==> src/rtl/fft_sample_loader.sv <==
// fft_sample_loader: streams one frame of complex samples into the FFT
// working memory at bit-reversed addresses, kicks the FFT with a stretched
// start pulse, then waits for the FFT's done level to cycle low->high before
// reporting frame completion and re-arming.
module fft_sample_loader #(
    parameter int N_POINTS  = 32,
    parameter int ADDR_W    = 5,
    parameter int DATA_W    = 64,
    parameter int START_LEN = 2
) (
    input  logic              clk,
    input  logic              rst_n,
    input  logic              in_valid,
    output logic              in_ready,
    input  logic [DATA_W-1:0] in_data,
    input  logic              in_last,
    output logic              mem_we,
    output logic [ADDR_W-1:0] mem_address,
    output logic [DATA_W-1:0] mem_data,
    output logic              start_fft,
    input  logic              fft_done,
    output logic              frame_done,
    output logic              load_err,
    output logic              busy
);

    localparam logic [ADDR_W-1:0] LAST_IDX = ADDR_W'(N_POINTS - 1);
    localparam int                SCNT_W   = (START_LEN < 2) ? 1 : $clog2(START_LEN + 1);
    localparam logic [SCNT_W-1:0] START_LEN_C = SCNT_W'(START_LEN);

    typedef enum logic [2:0] {
        IDLE      = 3'd0,
        LOAD      = 3'd1,
        START     = 3'd2,
        WAIT_LOW  = 3'd3,
        WAIT_HIGH = 3'd4
    } state_t;

    state_t              state_q;
    logic [ADDR_W-1:0]   count_q;
    logic [SCNT_W-1:0]   scnt_q;
    logic                in_ready_q;
    logic                mem_we_q;
    logic [ADDR_W-1:0]   mem_address_q;
    logic [DATA_W-1:0]   mem_data_q;
    logic                start_fft_q;
    logic                frame_done_q;
    logic                load_err_q;
    logic                busy_q;

    logic                hs_d;
    logic [ADDR_W-1:0]   addr_rev_d;
    logic [ADDR_W-1:0]   count_inc_d;

    // A transfer happens only when the registered ready meets valid.
    assign hs_d        = in_valid & in_ready_q;
    assign count_inc_d = count_q + 1'b1;

    // Bit-reversed write address: pure rewiring of the sample index.
    for (genvar g = 0; g < ADDR_W; g++) begin : g_bitrev
        assign addr_rev_d[g] = count_q[ADDR_W-1-g];
    end

    // Load/start/wait sequencer; every output is a flop.
    always_ff @(posedge clk or negedge rst_n) begin
        if (!rst_n) begin
            state_q       <= IDLE;
            count_q       <= '0;
            scnt_q        <= '0;
            in_ready_q    <= 1'b0;
            mem_we_q      <= 1'b0;
            mem_address_q <= '0;
            mem_data_q    <= '0;
            start_fft_q   <= 1'b0;
            frame_done_q  <= 1'b0;
            load_err_q    <= 1'b0;
            busy_q        <= 1'b0;
        end else begin
            mem_we_q     <= 1'b0;
            frame_done_q <= 1'b0;
            load_err_q   <= 1'b0;
            case (state_q)
                // IDLE and LOAD share the handshake path; in IDLE count_q is
                // always zero, so the first sample lands at index 0. Ready is
                // raised in IDLE one cycle after re-entry from WAIT_HIGH.
                IDLE, LOAD: begin
                    if (state_q == IDLE) begin
                        in_ready_q <= 1'b1;
                    end
                    if (hs_d) begin
                        mem_we_q      <= 1'b1;
                        mem_address_q <= addr_rev_d;
                        mem_data_q    <= in_data;
                        if (count_q == LAST_IDX) begin
                            load_err_q <= ~in_last;
                            count_q    <= '0;
                            scnt_q     <= '0;
                            in_ready_q <= 1'b0;
                            busy_q     <= 1'b1;
                            state_q    <= START;
                        end else if (in_last) begin
                            load_err_q <= 1'b1;
                            count_q    <= '0;
                            busy_q     <= 1'b0;
                            state_q    <= IDLE;
                        end else begin
                            count_q    <= count_inc_d;
                            busy_q     <= 1'b1;
                            state_q    <= LOAD;
                        end
                    end
                end
                START: begin
                    if (scnt_q == START_LEN_C) begin
                        start_fft_q <= 1'b0;
                        state_q     <= WAIT_LOW;
                    end else begin
                        start_fft_q <= 1'b1;
                        scnt_q      <= scnt_q + 1'b1;
                    end
                end
                WAIT_LOW: begin
                    if (!fft_done) begin
                        state_q <= WAIT_HIGH;
                    end
                end
                WAIT_HIGH: begin
                    if (fft_done) begin
                        frame_done_q <= 1'b1;
                        busy_q       <= 1'b0;
                        state_q      <= IDLE;
                    end
                end
                default: begin
                    state_q     <= IDLE;
                    count_q     <= '0;
                    in_ready_q  <= 1'b0;
                    start_fft_q <= 1'b0;
                    busy_q      <= 1'b0;
                end
            endcase
        end
    end

    assign in_ready    = in_ready_q;
    assign mem_we      = mem_we_q;
    assign mem_address = mem_address_q;
    assign mem_data    = mem_data_q;
    assign start_fft   = start_fft_q;
    assign frame_done  = frame_done_q;
    assign load_err    = load_err_q;
    assign busy        = busy_q;

endmodule
==> config.mk <==
export PLATFORM = sky130hd
export DESIGN_NAME = fft_sample_loader
export DESIGN_NICKNAME = d
export VERILOG_FILES = /design/src/rtl/fft_sample_loader.sv
export SDC_FILE = /design/constraint.sdc
export NUM_CORES = 1
export LEC_CHECK = 0
export CORE_ASPECT_RATIO = 1.2
export CORE_MARGIN = 2
export CORE_UTILIZATION = 38
export CTS_CLUSTER_DIAMETER = 40
export DETAILED_ROUTE_END_ITERATION = 8
export PLACE_DENSITY = 0.75
export SYNTH_ARGS = -nofsm -noshare
export SYNTH_HDL_FRONTEND = slang
export SYNTH_SLANG_ARGS = --single-unit
==> constraint.sdc <==
create_clock -name clk -period 1.9 [get_ports clk]
set_input_delay 0.475 -clock clk [delete_from_list [all_inputs] [get_ports clk]]
set_output_delay 0.475 -clock clk [all_outputs]
set_load 0.005 [all_outputs]
* After elaboration in Yosys (flattened, before gate mapping) *
Index checks and enable logic that the tools add are counted.

word-level totals
  word-level logic and storage cells = 74
  flip-flop bits (word level) = 85
  output and inout bits = 75
  bits of input ports = 69

operators by class
  equality and inequality tests = 12
  add/sub/neg operators = 2
  bitwise gates (word level) = 4
  reductions and logical operators = 11
  multiplexer cells = 34

operators by type and width
  operator                                                               number
  1-bit 2-to-1 mux                                                       17
  5-bit 2-to-1 mux                                                       3
  3-bit 2-to-1 mux                                                       4
  2-bit != test, second input constant                                   6
  3-bit one-hot mux with 4 select lines                                  1
  5-bit one-hot mux with 2 select lines                                  1
  2-bit 2-to-1 mux                                                       4
  4-bit AND reduction                                                    2
  3-bit by 2-bit equality test with 1-bit output, second input constant  2
  5-bit by 1-bit adder with 5-bit output, second input constant          1
  5-bit equality test, second input constant                             1
  1-bit one-hot mux with 2 select lines                                  2
  2-bit one-hot mux with 2 select lines                                  1
  2-bit AND reduction                                                    2
  2-bit OR reduction                                                     2
  4-bit OR reduction                                                     1
  3-bit by 1-bit equality test with 1-bit output, second input constant  1
  3-bit equality test, second input constant                             1
  3-bit logical NOT                                                      1
  1-bit NOT                                                              3
  1-bit one-hot mux with 3 select lines                                  1
  3-bit AND reduction                                                    1
  3-bit OR reduction                                                     1
  2-bit by 1-bit adder with 2-bit output, second input constant          1
  other kinds (3)                                                        3

* Longest topological paths before layout *
Gate-level depths: netlist of the first run.

  depth after elaboration = 5
  gate-level depth with buffers = 8
  depth with buffers taken out = 8

* Least setup slack after synthesis of the first run *
No wires, ideal clock.

  path type = register to register
  start point = reg count_q[0]
  end point = reg count_q[3]
  required time = 1.820 ns
  stages on the path, launching flop included = 7
  period minus slack after synthesis = 1.953 ns
  data arrival time = 1.872 ns
  path buffers = 0
  path slack = -0.053 ns
  cell sequence = dfrtp_1 -> ha_1 -> and3_1 -> ha_1 -> or4_4 -> a2111o_1 -> o211ai_2

on the way
  longest elaborated chain between the ends = 5

ends and longest elaborated chain
  element                                  RTL line  source
  start, declared                          40        logic [ADDR_W-1:0] count_q;
  start signal, assigned                   107       count_q <= count_inc_d;
  5-bit by 1-bit adder with 5-bit output   57        assign count_inc_d = count_q + 1'b1;
  5-bit 2-to-1 mux                         101       end else if (in_last) begin
  5-bit 2-to-1 mux *                       94        if (count_q == LAST_IDX) begin
  5-bit 2-to-1 mux *                       90        if (hs_d) begin
  5-bit one-hot mux with 2 select lines *  82        case (state_q)

Mark *: on every way between the ends. The rest lies on a longest branch, timed or not. The select of a mux whose other input is x is not followed.
A chain may end at the register's enable or synchronous reset.

* Final worst setup path of the first run *
  start point = reg count_q[0]
  end point = reg state_q[0]

on the way
  longest elaborated chain between the ends = 4

ends and longest elaborated chain
  element                                RTL line  source
  5-bit equality test                    94
  2-bit 2-to-1 mux                       94
  3-bit 2-to-1 mux                       90
  3-bit one-hot mux with 4 select lines  82
  end signal, assigned                   100       state_q <= START;
  end signal, assigned                   105       state_q <= IDLE;
  end signal, assigned                   109       state_q <= LOAD;
  end, declared                          39        state_t state_q;

Every way passes these cells. The select of a mux whose other input is x is not followed.

==> impl_table.tex, run 1 <==
\begin{tabular}{lr}
\hline
Metric & Value \\
\hline
\multicolumn{2}{l}{\textbf{Power}} \\
Final total power & 4.06 mW \\
Comb pwr share & 18.9\% \\
LEAKAGE & 2.58 nW \\
Power spent charging and discharging nets & 988 uW \\
Share of total power consumed by net switching & 24.3\% \\
Sequential share of power & 50.5\% \\
Max IR drop VDD & 348 uV \\
Power density cells & 764 mW/mm\^{}2 \\
Clock group share of total power & 30.6\% \\
Cell Int Power & 3.07 mW \\
\multicolumn{2}{l}{\textbf{Synthesis}} \\
Post-synthesis xor/xnor area fraction & 0\% \\
Dominant register cell in the synthesized netlist & sky130\_fd\_sc\_hd\_\_dfrtp\_1 \\
Cell area after technology mapping & 0.00344 mm\^{}2 \\
Post-synth top area share & 61.8\% \\
Synth Area in Compound Gates & 5.78\% \\
Async set-reset flop share out of synthesis & 100\% \\
Net count after synthesis & 452 \\
Synth Instances & 378 \\
Synthesis Warnings & 0 \\
Sequential element share of the synthesized area & 61.8\% \\
Fraction of the mapped netlist area in adder cells & 1.82\% \\
Leading cell type by number of instances after synthesis & sky130\_fd\_sc\_hd\_\_nand2\_1 \\
Mean area per synthesized cell & 9.10 um\^{}2 \\
Count of cell types in the netlist & 35 \\
Number of flops mapped to enable cells by yosys & 0 \\
Basic-gate share of the synthesized area counting and, or, nand and nor cells & 26.9\% \\
Main area contributors after synthesis & sky130\_fd\_sc\_hd\_\_dfrtp\_1 (62\%), sky130\_fd\_sc\_hd\_\_nand2\_1 (23\%), sky130\_fd\_sc\_hd\_\_ha\_1 (1.8\%) \\
Dominant combinational cell family by area after synthesis & simple AND/OR/NAND/NOR gates \\
Dominant cell type by area after synthesis & sky130\_fd\_sc\_hd\_\_dfrtp\_1 \\
Post-synth top cells & sky130\_fd\_sc\_hd\_\_nand2\_1 (210), sky130\_fd\_sc\_hd\_\_dfrtp\_1 (85), sky130\_fd\_sc\_hd\_\_o21ai\_0 (11) \\
FF+latch count, synth & 85 \\
Multiplexer share of the synthesized area & 0.291\% \\
\multicolumn{2}{l}{\textbf{Floorplan}} \\
Top-Level Pins & 144 \\
X dimension of the die & 90.9 um \\
Site Rows & 38 \\
Y dimension of the die & 108 um \\
Core ar. & 0.00894 mm\^{}2 \\
Total Die Area & 0.00984 mm\^{}2 \\
Initial core utilization & 38.5\% \\
\multicolumn{2}{l}{\textbf{Global route}} \\
GRT overflow & 0 \\
Initial antenna violation count & 0 \\
Maximum number of pins on one net before global-route repair & 43 \\
Number of global-route vias before repair & 3105 \\
Wire length of the first global-routing pass & 14600 um \\
Aggregate global-route resource usage & 18.4\% \\
\multicolumn{2}{l}{\textbf{Critical path}} \\
Type of element capturing the critical path & flop \\
Standard cell with the maximum stage delay on the critical path & sky130\_fd\_sc\_hd\_\_dfrtp\_1 \\
Data arrival at the endpoint of the critical path & 2070 ps \\
Endpoint required time on the critical path & 2150 ps \\
Top fanout value on the critical path & 4 \\
Cell-by-cell trace of the critical path & ha\_2 -> and3\_1 -> ha\_2 -> buf\_4 -> inv\_1 -> ha\_1 -> and3\_1 -> a211oi\_2 -> a211oi\_1 \\
Max stage delay on crit path & 400 ps \\
Startpoint class of the critical path & flop \\
Source of the critical timing path & count\_q[0] \\
Critical setup path kind & reg2reg \\
Length in cells of the worst reg-to-reg path & 9 \\
Launching point of the worst reg2reg path & count\_q[0] \\
\multicolumn{2}{l}{\textbf{Place}} \\
PortBufs & 143 \\
Total half-perimeter wirelength after legalization and detailed placement & 6300 um \\
Final weighted congestion in routability-driven placement & 0.827 \\
\multicolumn{2}{l}{\textbf{Clock network}} \\
TritonCTS clock tree & done \\
Clock latency at the later pin of the worst-skew pair & 350 ps \\
Total clock buffers created by CTS & 9 \\
\# clock sinks & 85 \\
H-tree depth & 3 \\
Maximum count of clock buffers along a single path & 2 \\
Worst-path clk slew & 80 ps \\
Clock Tree Root & sky130\_fd\_sc\_hd\_\_clkbuf\_8 \\
\multicolumn{2}{l}{\textbf{Final layout}} \\
Register area & 0.00213 mm\^{}2 \\
Area taken by multi-input logic gates & 0.00122 mm\^{}2 \\
Layout overhead on the synthesized area & 54.5\% \\
Filler instances & 785 \\
Antenna diode count & 0 \\
Final layout net count & 604 \\
Fraction of final layout cells with drive strength greater than 1 & 7.66\% \\
\multicolumn{2}{l}{\textbf{Timing}} \\
Number of failing setup endpoints in the final timing report & 0 \\
Clock skew & 7.92 ps \\
WHS & 78.1 ps \\
Least-Margin Pin Slew & 464 ps \\
Max-slew violations & 0 \\
Maximum frequency from static timing analysis & 549 MHz \\
Tightest slew margin relative to the limit & 69.1\% \\
Final count of hold timing violations & 0 \\
Fin crit share & 95.8\% \\
Final Critical Period & 1820 ps \\
\multicolumn{2}{l}{\textbf{Route}} \\
Routed Wire Length & 8540 um \\
Detail Route Antenna Nets & 0 \\
Vias/cell & 4.67 \\
Post-route DRC & 0 \\
Via count & 3060 \\
Drt pass-1 iters & 4 \\
Starting DRT DRC Count & 116 \\
Mean routed wirelength per cell & 13.0 um \\
\multicolumn{2}{l}{\textbf{Run status}} \\
Outcome & finished, final reports clean \\
\multicolumn{2}{l}{\textbf{Job}} \\
Max-cap violations & 0 \\
\multicolumn{2}{l}{\textbf{Min path}} \\
Worst hold path type & in2async \\
\hline
\end{tabular}
## worst paths after layout
check / to / slack, ps
max reg2reg: state_q[0] / 80
min in group clk: mem_data[34] / 480
min reg2reg: mem_data[34] / 480
min: mem_data[8] / 80
max: state_q[0] / 80
max in group asynchronous: mem_data[42] / 1270
## state kept, by name, summed over array words and instances, names as in the netlist
register,count
start_fft,1
scnt_q,2
frame_done,1
state_q,3
load_err,1
mem_data,64
mem_address,5
busy,1
count_q,5
mem_we,1
in_ready,1
## cell usage in the layout (no fill, tap or decap), drive strengths merged, types with 2 or more instances in the layout
cell,n
a211oi,2
a21oi,3
and3,3
buf,18
clkbuf,12
clkdlybuf4s50,142
clkinv,2
dfrtp,85
ha,5
inv,8
nand2,210
nand3,4
nand4bb,2
nor2,2
nor4,2
o211ai,3
o21a,3
o21ai,11
o22ai,2
## cell type report
type	count	share of cell area, %
flip-flops and latches	85	40.0
repair buffers	160	30.0
multi-input cells	266	23.0
well taps	120	2.82
clock buffers	12	2.73
clock inverters	4	0.894
inverters	8	0.565
## kinds of logic after synthesis
| kind of cell | after synthesis |
|---|---|
| flops | 85 |
| compound gates | 30 |
| simple gates | 230 |
| buf+inv | 27 |
| mux | 1 |
| fa+ha+maj | 5 |
## power groups by stage
stage	clock, mW	sequential, mW	combinational, mW
2_1_floorplan	0	2.09	0.202
3_3_place_gp	0	2.08	0.751
3_5_place_dp	0	2.09	0.774
4_1_cts	1.29	2.05	0.782
5_1_grt	1.37	2.08	0.846
6_report	1.24	2.05	0.766
## metrics by stage
| step | instance area (um^2) | setup slack (ps) | instances | TNS [ps] | utilization, % |
|---|---|---|---|---|---|
| after detailed placement | 5110 | -97.5 | 638 | -134 | 57.2 |
| after global placement | 5110 | -80.3 | 638 | -80.3 | 57.2 |
| final | 5320 | 79.6 | 655 | 0 | 59.5 |
| after CTS | 5310 | 32.6 | 655 | 0 | 59.4 |
| after floorplan | 3450 | 7.71 | 378 | 0 | - |
| after global routing | 5320 | -4.87 | 655 | -4.87 | 59.5 |
## per-layer routing
layer | vias to the layer above | global-route usage [%] | share of wire [%]
met4 | 0 | 7.47 | 1.3
met2 | 98 | 31.2 | 51
met1 | 1459 | 23.1 | 42
met3 | 11 | 4.11 | 6.0
li1 | 1492 | - | -
met5 | - | 0 | 0
## worst max-delay path, delay by kind of cell, from the launching register on
kind	cells	cell delay, ps
AOI/OAI and AO/OA	2	290
adders and majority gates	3	490
buffers and inverters	2	210
DFF	1	400
and+or+nand+nor	2	350
## what timing repair did
| item | CTS | global route |
|---|---|---|
| buffers inserted | 1 | 0 |
| gates resized for setup | 0 | 1 |
| pin swaps | 1 | 0 |
| endpoints found under the setup margin | 1 | 1 |
| hold buffers | 0 | 0 |
Note: power is estimated with default switching activity, not from simulation.
==> inputs of run 2 (changes only) <==
CTS_CLUSTER_SIZE = 14   (was default)
==> results of run 2 <==
Final layout, timing and power as in run 1 (identical DEF).
